**src/rtl/regfile_wr_arbiter.sv**
```systemverilog
// Round-robin arbiter sharing the register bank's single write port among NUM_REQ masters.
// The winning request is captured in a one-deep registered write stage that drives the bank.
module regfile_wr_arbiter #(
   parameter int NUM_REQ = 4,
   parameter int ADDR_W  = 4,
   parameter int DATA_W  = 32,
   localparam int IDX_W  = (NUM_REQ > 1) ? $clog2(NUM_REQ) : 1
) (
   input  logic                      clk,
   input  logic                      reset,
   input  logic                      enable,
   input  logic [NUM_REQ-1:0]        req,
   input  logic [NUM_REQ*ADDR_W-1:0] req_addr,
   input  logic [NUM_REQ*DATA_W-1:0] req_data,
   output logic [NUM_REQ-1:0]        gnt,
   output logic                      rf_write_en,
   output logic [ADDR_W-1:0]         rf_add_line,
   output logic [DATA_W-1:0]         rf_data,
   output logic [IDX_W-1:0]          last_master,
   output logic                      busy
);

   localparam int CW = IDX_W + 1;

   logic [IDX_W-1:0]  rr_ptr_q, rr_ptr_d;
   logic              write_en_q, write_en_d;
   logic [ADDR_W-1:0] add_line_q, add_line_d;
   logic [DATA_W-1:0] data_q, data_d;
   logic [IDX_W-1:0]  last_master_q, last_master_d;

   logic              found;
   logic [IDX_W-1:0]  winner;
   logic [CW-1:0]     cand;
   logic              grant_ok;
   logic              xfer;

   // Scan requesters starting at the pointer; the first hit wins.
   always_comb begin
      found  = 1'b0;
      winner = '0;
      cand   = '0;
      for (int k = 0; k < NUM_REQ; k++) begin
         cand = {1'b0, rr_ptr_q} + CW'(k);
         if (cand >= CW'(NUM_REQ)) begin
            cand = cand - CW'(NUM_REQ);
         end
         if (!found && req[cand[IDX_W-1:0]]) begin
            found  = 1'b1;
            winner = cand[IDX_W-1:0];
         end
      end
   end

   assign grant_ok = found && enable && !reset;

   genvar gi;
   generate
      for (gi = 0; gi < NUM_REQ; gi++) begin : g_gnt
         assign gnt[gi] = grant_ok && (winner == IDX_W'(gi));
      end
   endgenerate

   assign xfer = |(req & gnt);

   always_comb begin
      rr_ptr_d      = rr_ptr_q;
      write_en_d    = 1'b0;
      add_line_d    = add_line_q;
      data_d        = data_q;
      last_master_d = last_master_q;
      if (xfer) begin
         write_en_d    = 1'b1;
         add_line_d    = req_addr[winner*ADDR_W +: ADDR_W];
         data_d        = req_data[winner*DATA_W +: DATA_W];
         last_master_d = winner;
         // The winner drops to lowest priority for the next round.
         rr_ptr_d      = (winner == IDX_W'(NUM_REQ - 1)) ? '0 : winner + 1'b1;
      end
   end

   always_ff @(posedge clk or posedge reset) begin
      if (reset) begin
         rr_ptr_q      <= '0;
         write_en_q    <= 1'b0;
         add_line_q    <= '0;
         data_q        <= '0;
         last_master_q <= '0;
      end else begin
         rr_ptr_q      <= rr_ptr_d;
         write_en_q    <= write_en_d;
         add_line_q    <= add_line_d;
         data_q        <= data_d;
         last_master_q <= last_master_d;
      end
   end

   assign rf_write_en = write_en_q;
   assign rf_add_line = add_line_q;
   assign rf_data     = data_q;
   assign last_master = last_master_q;
   assign busy        = (|req) || write_en_q;

endmodule

```
**config.mk**
```make
export PLATFORM = sky130hd
export DESIGN_NAME = regfile_wr_arbiter
export DESIGN_NICKNAME = d
export VERILOG_FILES = /design/src/rtl/regfile_wr_arbiter.sv
export SDC_FILE = /design/constraint.sdc
export NUM_CORES = 1
export LEC_CHECK = 0
export ABC_AREA = 1
export CAP_MARGIN = 10
export CORE_UTILIZATION = 42
export CTS_CLUSTER_SIZE = 14
export DETAILED_ROUTE_END_ITERATION = 12
export GPL_TIMING_DRIVEN = 1
export PLACE_DENSITY_LB_ADDON = 0.3
export SLEW_MARGIN = 20
export SYNTH_ARGS = -nofsm -noshare
export SYNTH_HDL_FRONTEND = slang
export SYNTH_SLANG_ARGS = --single-unit
```
**constraint.sdc**
```tcl
create_clock -name clk -period 5.7 [get_ports clk]
set_input_delay 1.14 -clock clk [delete_from_list [all_inputs] [get_ports clk]]
set_output_delay 1.14 -clock clk [all_outputs]
set_load 0.05 [all_outputs]
```
# After elaboration in Yosys (flattened, before gate mapping)

Cells that the tools add are included.

Flip-flop bits (word level): 41
Logic and storage cells: 66

Reductions and logical operators: 17
Bitwise gates (word level): 1
Multiplexer cells: 22
Shift operators: 2
Eq/ne operators: 3
Magnitude comparators: 8
Add/subtract/negate cells: 8

Operators by type and width:

| kind                                                 | number |
|---|---|
| variable part select 128 x 8 -> 32 bit               | 1 |
| 2-to-1 mux 2 bit                                     | 9 |
| variable part select 16 x 5 -> 4 bit                 | 1 |
| < comparator 2 x 3 -> 1 bit (second input constant)  | 4 |
| >= comparator 3 bit (second input constant)          | 3 |
| logical AND 1 bit                                    | 9 |
| 2-to-1 mux 1 bit                                     | 9 |
| binary-select mux 1 bit (select 2 bit)               | 4 |
| OR reduction 4 bit                                   | 2 |
| subtractor 2 x 1 -> 2 bit (second input constant)    | 4 |
| adder 2 x 2 -> 3 bit (second input constant)         | 2 |
| bitwise AND 4 bit                                    | 1 |
| equality test 2 bit (second input constant)          | 2 |
| logical NOT 1 bit                                    | 4 |
| adder 2 x 1 -> 3 bit (second input constant)         | 1 |
| >= comparator 2 x 3 -> 1 bit (second input constant) | 1 |
| adder 2 x 1 -> 2 bit (second input constant)         | 1 |
| equality test 2 x 1 -> 1 bit (second input constant) | 1 |
| logical NOT 2 bit                                    | 1 |
| logical OR 1 bit                                     | 1 |

# Logic depth before layout (Yosys ltp)

Gate-level depths: netlist of the first run.

Depth after elaboration: 20
Depth in mapped cells: 18
Gate-level depth less buffers: 15

# Worst setup path after synthesis of the first run

OpenSTA, ideal clock, no wires.

Path type: in2out
Start: in reset
End: out gnt[1]
Arrival time: 3800 ps
Slack: 760 ps
Required time: 4560 ps
Stages: 4
Path buffers: 1
Cell sequence: inv_1 -> nand3_1 -> clkbuf_1 -> nor3_1

Cells in the longest elaborated chain, start to end: 3

RTL lines:

| element                            | line | source |
|---|---|---|
| from (decl)                        | 10   | `input logic reset,` |
| logical NOT 1 bit (no source line) | -    |  |
| logical AND 1 bit                  | 54   | `assign grant_ok = found && enable && !reset;` |
| logical AND 1 bit                  | 59   | `assign gnt[gi] = grant_ok && (winner == IDX_W'(gi));` |
| to (decl)                          | 15   | `output logic [NUM_REQ-1:0] gnt,` |

Every way passes these cells.

# Worst setup path after layout of the first run

Start: in req[3]
End: out gnt[0]

Cells in the longest elaborated chain, start to end: 15

RTL lines:

| element                                | line | source |
|---|---|---|
| from (decl)                            | 12   | `input logic [NUM_REQ-1:0] req,` |
| binary-select mux 1 bit (select 2 bit) | 47   | `if (!found && req[cand[IDX_W-1:0]]) begin` |
| 2-to-1 mux 1 bit (not written as such) | 47   |  |
| 2-to-1 mux 1 bit                       | 47   |  |
| logical NOT 1 bit                      | 47   |  |
| logical AND 1 bit                      | 47   |  |
| 2-to-1 mux 1 bit                       | 47   |  |
| logical NOT 1 bit                      | 47   |  |
| logical AND 1 bit                      | 47   |  |
| 2-to-1 mux 1 bit                       | 47   |  |
| logical NOT 1 bit                      | 47   |  |
| logical AND 1 bit                      | 47   |  |
| 2-to-1 mux 1 bit                       | 47   |  |
| logical AND 1 bit (2 in series)        | 54   |  |
| logical AND 1 bit (*)                  | 59   |  |

Every way passes the cells marked *; elsewhere a longest branch is shown, timed or not. The select of a mux whose other input is x is not followed.

==> results of run 1 <==
## flip-flops by register name, indices dropped and copies added (netlist names)
signal,flops
last_master,2
rf_write_en,1
rf_add_line,4
rf_data,32
rr_ptr_q,2
## critical path: stages
cell,delay [ns]
clkdlybuf4s50_1,0.39
inv_1,0.10
nand2_1,0.10
nand3_1,0.15
a21boi_0,0.26
nand3_2,0.44
inv_1,0.24
nand2_1,0.09
nor2_1,0.19
buf_12,0.17
## synth_stat cells (all sizes together)
cell type,instances
inv,12
nor2,4
a21boi,1
nor3,2
nand2,389
nand3,9
dfrtp,41
nand4,75
buf,30
clkbuf,17
o21ai,4
or2,1
## area by class of cell
cell class                      count  share of cell area, %
Tap cell                          102                   2.35
Inverter                           12                  0.877
Timing Repair Buffer              204                   37.7
Sequential cell                    41                   18.9
Clock buffer                        6                   1.52
Multi-Input combinational cell    485                   38.4
Clock inverter                      2                  0.254
## cells by family (layout without fill, tap and decap cells)
group / Yosys count / count (layout) / synth area share (%)
and+or+nand+nor: 480 / 480 / 60.5
buffers and inverters: 59 / 224 / 8.37
DFF: 41 / 41 / 30.4
AOI/OAI and AO/OA: 5 / 5 / 0.815
## worst max path at each step
stage / to / slack, ns / depth (start not counted)
detailed placement: gnt[1] / 1.35 / 7
finish: gnt[0] / 1.27 / 10
global route: gnt[0] / 1.09 / 10
global placement: gnt[1] / 1.42 / 7
CTS: gnt[0] / 1.36 / 10
floorplan: gnt[1] / 0.76 / 4
## routing by layer
metal  share of wire (%)  global-route usage, %  vias to the layer above
met1                  41                   31.6                     1936
met2                  48                   47.9                      203
met5                   0                      0                        -
li1                    -                      -                     2197
met3                 8.9                   5.47                       22
met4                 2.3                   9.38                        0
## power by group through the flow
stage	combinational, mW	clock, mW	sequential, mW
floorplan	1.51	0	0.892
global placement	2.46	0	0.495
detailed placement	2.51	0	0.500
CTS	2.52	0.206	0.497
global route	2.79	0.217	0.516
finish	2.51	0.200	0.498
## through the flow
stage	cells	hold WS [ns]
3_3_place_gp	844	0.461
5_1_grt	852	0.508
2_1_floorplan	585	0.603
6_report	852	0.481
4_1_cts	852	0.485
3_5_place_dp	844	0.464
==> impl_metrics.toml, run 1 <==
[grt]
grt_pass1_wl_um = 18500
maximum_number_of_pins_on_one_net_before_global_route_repair = 73
grt_pass1_vias = 3999
initial_antenna_violation_count = 0
grt_overflow_total = 0
grtUsageTotal_pct = 26.8

[routing]
firstDrtPassIters = 5
via_count = 4358
finalWirelength_um = 11300
drt.antenna.violating_nets = 0
drt_drc_violations_left = 0
avgViaCountPerCell = 5.12
detailedRoute.firstIterationViolations = 191
avgRoutedWirePerCell_um = 13.3

[setup_path]
end_kind = "primary output"
timing.rr.start = "rr_ptr_q[0]"
worst_r2r_path_depth = 11
timing_worst_setup_path_type = "in2out"
r2r_slack_ns = 3.05
cp_data_arrival_time_ns = 3.29
critPathRequiredTime_ns = 4.56
crit_path_max_fanout = 22
r2r_end = "rf_data[20]"
cp-start-kind = "input port"
worstSetupStartpoint = "req[3]"

[cts]
ctsHtreeMaxLevel = 2
cts_max_path_buffers = 2
number_of_resized_instances_in_the_post_cts_repair_step = 0
cts_sinks = 41
clockRootBuffer = "clkbuf_8"
post-cts-setup-buffers = 0
cts_buffers = 5
cts_tree = "yes"
clkLatencyLatePin_ns = 0.29
worst_setup_hold_path_clk_slew_ns = 0.07
postCtsHoldBufs = 0

[timing]
post-route-worst-setup-slack_ns = 1.27
min_period_over_period_pct = 77.7
finalHoldViolations = 0
rsz0062_at_grt = "no"
relSlewSlack_pct = 49.9
fmaxAchievable_mhz = 226
timing_worst_slew_pin_value_ns = 0.752
clock_skew_ns = 0.00722
timing.final.max_slew_violations = 0
finalSetupTns_ns = 0
period_minus_slack_ns = 4.43
finalSetupViolations = 0

[status]
run_status = "complete, no violations"

[final_layout]
fraction_of_final_layout_cells_with_drive_strength_greater_than_1_pct = 4.67
final_instance_area_um2 = 5420
multi_input_comb_area_um2 = 2080
total_of_fill_cells_in_the_finished_design = 686
mostFrequentLayoutCell = "nand2_1"
layout_common_cells = "386 x nand2_1, 190 x clkdlybuf4s50_1, 75 x nand4_1, 41 x dfrtp_1, 11 x buf_4"
seqCellArea_um2 = 1030
fin_nets = 900
layout-area-overhead-vs-synth_pct = 60.5
utilization_pct = 69.8
n_antenna_cell = 0

[power_and_ir_drop]
irDropWorstVdd_mv = 0.469
internal-power_mw = 1.33
p_total_mw = 3.21
combPwrFrac_pct = 78.2
power_switching_share_pct = 58.5
leakage_nw = 2.81
share_clk_of_total_power_pct = 6.2
power.switching_mw = 1.87
p_per_area_nw_per_um2 = 591
power.sequential.fraction_pct = 15.5

[placed_design]
port_buffer_count = 194
place_ws_ns = 1.35
detailed_place_hpwl_um = 8110
globalplace.congestion = 0.930
detailed_place.area_um2 = 5330

[floorplan]
row_count = 32
die_area_um2 = 8410
placeableCoreArea_um2 = 7770
initial_utilization_pct = 43.5
die_width_um = 91.7
top_level_ports = 195
floorplan.die.height_um = 91.7

[logic_synthesis]
ys_top_cells_by_area = "nand2_1 43%, dfrtp_1 30%, nand4_1 14%"
syn_inst = 585
ys_types = 21
seq_area_frac_synth_pct = 30.4
postSynthNetCount = 736
synth_area_per_cell_um2 = 5.78
synth_area_um2 = 3380
flip_flop_and_latch_count_after_synthesis = 41
yosys.area.top_type_share_pct = 42.9
yosys.area.top_type = "nand2_1"
synth_warnings = 0

[hold_path]
worstHoldPathType = "reg2reg"
worstHoldStart = "rf_data[20]"
min_path_cells = 2
hold-path-endpoint = "rf_data[20]"

[run]
drv.max_cap_violation_count = 0
Note: power is estimated with default switching activity, not from simulation.
==> run 2: changes to the inputs <==
CORE_UTILIZATION = 39   (was 42)
clock period = 4.2 ns   (was 5.7 ns; I/O delays follow)
==> run 2 against run 1 <==
  * Clock skew fell by 0.0026 ns
  * Die area grew 7.5%
  * Cell count up 0.23%
  * Sequential share of layout area about the same
  * Total power increased by 35%
==> impl_metrics.toml, run 2 (synthesized netlist as in run 1, its figures left out) <==
[setup_path]
cp_data_arrival_time_ns = 2.89
timing_worst_setup_path_type = "in2out"
critPathRequiredTime_ns = 3.36
cpPeakStageDelay_ns = 0.42
crit_path_cell_trace = "clkdlybuf4s50_1, inv_1, nand2_1, nand2_1, nor2_1, a21boi_0, nand3_2, inv_1, nand2_1, nor2_1, buf_12"
end_kind = "primary output"
crit_path_max_fanout = 22
critical-path-slowest-cell = "nand3_2"
cpMostUsedCell = "nand2_1"
cp-start-kind = "input port"

[final_layout]
total_of_fill_cells_in_the_finished_design = 773
final_cell_count_no_fill = 854
fraction_of_final_layout_cells_with_drive_strength_greater_than_1_pct = 4.54
n_antenna_cell = 0
layout-area-overhead-vs-synth_pct = 60.2
mostFrequentLayoutCell = "nand2_1"
fin_nets = 899
multi_input_comb_area_um2 = 2080
layout_common_cells = "386 x nand2_1, 189 x clkdlybuf4s50_1, 75 x nand4_1, 41 x dfrtp_1, 10 x buf_4"
seqCellArea_um2 = 1030
largest_register_ff_count = 32

[grt]
grt_pass1_vias = 3963
grtUsageTotal_pct = 24.4
maximum_number_of_pins_on_one_net_before_global_route_repair = 75
initial_antenna_violation_count = 0
grt_overflow_total = 0
grt_pass1_wl_um = 17500

[cts]
clkLatencyLatePin_ns = 0.28
worst_setup_hold_path_clk_slew_ns = 0.07
cts_buffers = 5
post-cts-setup-buffers = 0
cts_sinks = 41
cts_max_path_buffers = 2
postCtsHoldBufs = 0
ctsHtreeMaxLevel = 2
cts_tree = "yes"
number_of_resized_instances_in_the_post_cts_repair_step = 0
clockRootBuffer = "clkbuf_8"

[timing]
timing.final.max_slew_violations = 0
relSlewSlack_pct = 50.2
clock_skew_ns = 0.00463
finalHoldViolations = 0
min_period_over_period_pct = 88.8
timing_worst_slew_pin_value_ns = 0.747
rsz0062_at_grt = "no"
post-route-worst-setup-slack_ns = 0.471
finalHoldWorstSlack_ns = 0.480
period_minus_slack_ns = 3.73
finalSetupViolations = 0
fmaxAchievable_mhz = 268
finalSetupTns_ns = 0

[placed_design]
detailed_place_hpwl_um = 8080
place_ws_ns = 0.479
placedCellCount = 846
globalplace.congestion = 0.936
port_buffer_count = 194

[power_and_ir_drop]
irDropWorstVdd_mv = 0.532
p_per_area_nw_per_um2 = 800
leakage_nw = 2.80

[floorplan]
placeableCoreArea_um2 = 8300
die_area_um2 = 9040
row_count = 33
floorplan.die.height_um = 95.1
initial_utilization_pct = 40.7
top_level_ports = 195
die_width_um = 95.1

[routing]
firstDrtPassIters = 4
detailedRoute.firstIterationViolations = 147
avgViaCountPerCell = 5.08
via_count = 4338
drt.antenna.violating_nets = 0
finalWirelength_um = 11300
avgRoutedWirePerCell_um = 13.2
drt_drc_violations_left = 0

[status]
run_status = "complete, no violations"

[run]
drv.max_cap_violation_count = 0

[hold_path]
worstHoldPathType = "reg2reg"
run 2: changes by cell type in the layout (fill, tap and decap cells not counted), sizes merged:
cell	change
clkdlybuf4s50	-1
run 2: stage by stage:
step	power, mW	instance area (um2)	utilization (%)
2_1_floorplan	3.26	3380	-
3_3_place_gp	4.04	5330	64.3
3_5_place_dp	4.11	5330	64.3
4_1_cts	4.37	5420	65.2
5_1_grt	4.76	5420	65.2
6_report	4.33	5420	65.2
run 2: area by class of cell:
class	instances	area share, %
flip-flops and latches	41	18.9
repair buffers	203	37.8
well taps	105	2.43
inverters	12	0.878
clock inverters	2	0.185
clock buffers	6	1.34
multi-input cells	485	38.4
run 2: worst max-delay path: cells and delay by family:
kind | cells | cell delay [ns]
AO/OA/AOI/OAI | 1 | 0.21
buffers and inverters | 4 | 0.89
AND/OR/NAND/NOR | 6 | 0.94
run 2: power breakdown:
part           switching, mW  internal, mW  total (mW)
combinational           2.31          1.11        3.42
clock                  0.120         0.115       0.235
sequential             0.108         0.566       0.674
total                   2.54          1.79        4.33
run 2: metal layers:
| metal | global-route usage, % | vias to the layer above | wire (um) | share of wire [%] |
|---|---|---|---|---|
| met5 | 0 | - | 0 | 0 |
| met4 | 7.95 | 0 | 246 | 2.2 |
| met3 | 6.94 | 21 | 1110 | 9.9 |
| met2 | 46.4 | 187 | 5570 | 50 |
| met1 | 25.6 | 1941 | 4330 | 38 |
| li1 | - | 2189 | - | - |
run 2: final timing paths:
| path | from | end | slack, ns | depth (start not counted) |
|---|---|---|---|---|
| worst max-delay path | req[2] | gnt[0] | 0.47 | 11 |
| min in group asynchronous | reset | rf_data[30] | 1.07 | 3 |
| max in group asynchronous | reset | last_master[1] | 2.79 | 3 |
| worst min register to register | rf_data[10] | rf_data[10] | 0.48 | 2 |
| worst max register to register | rr_ptr_q[0] | rf_add_line[0] | 1.62 | 13 |
| worst min-delay path | rf_data[10] | rf_data[10] | 0.48 | 2 |
==> run 3: changes to the inputs <==
SLEW_MARGIN = 0   (was 20)
==> results of run 3 <==
Same layout as run 2: the final DEF is identical, and so are final timing and power.
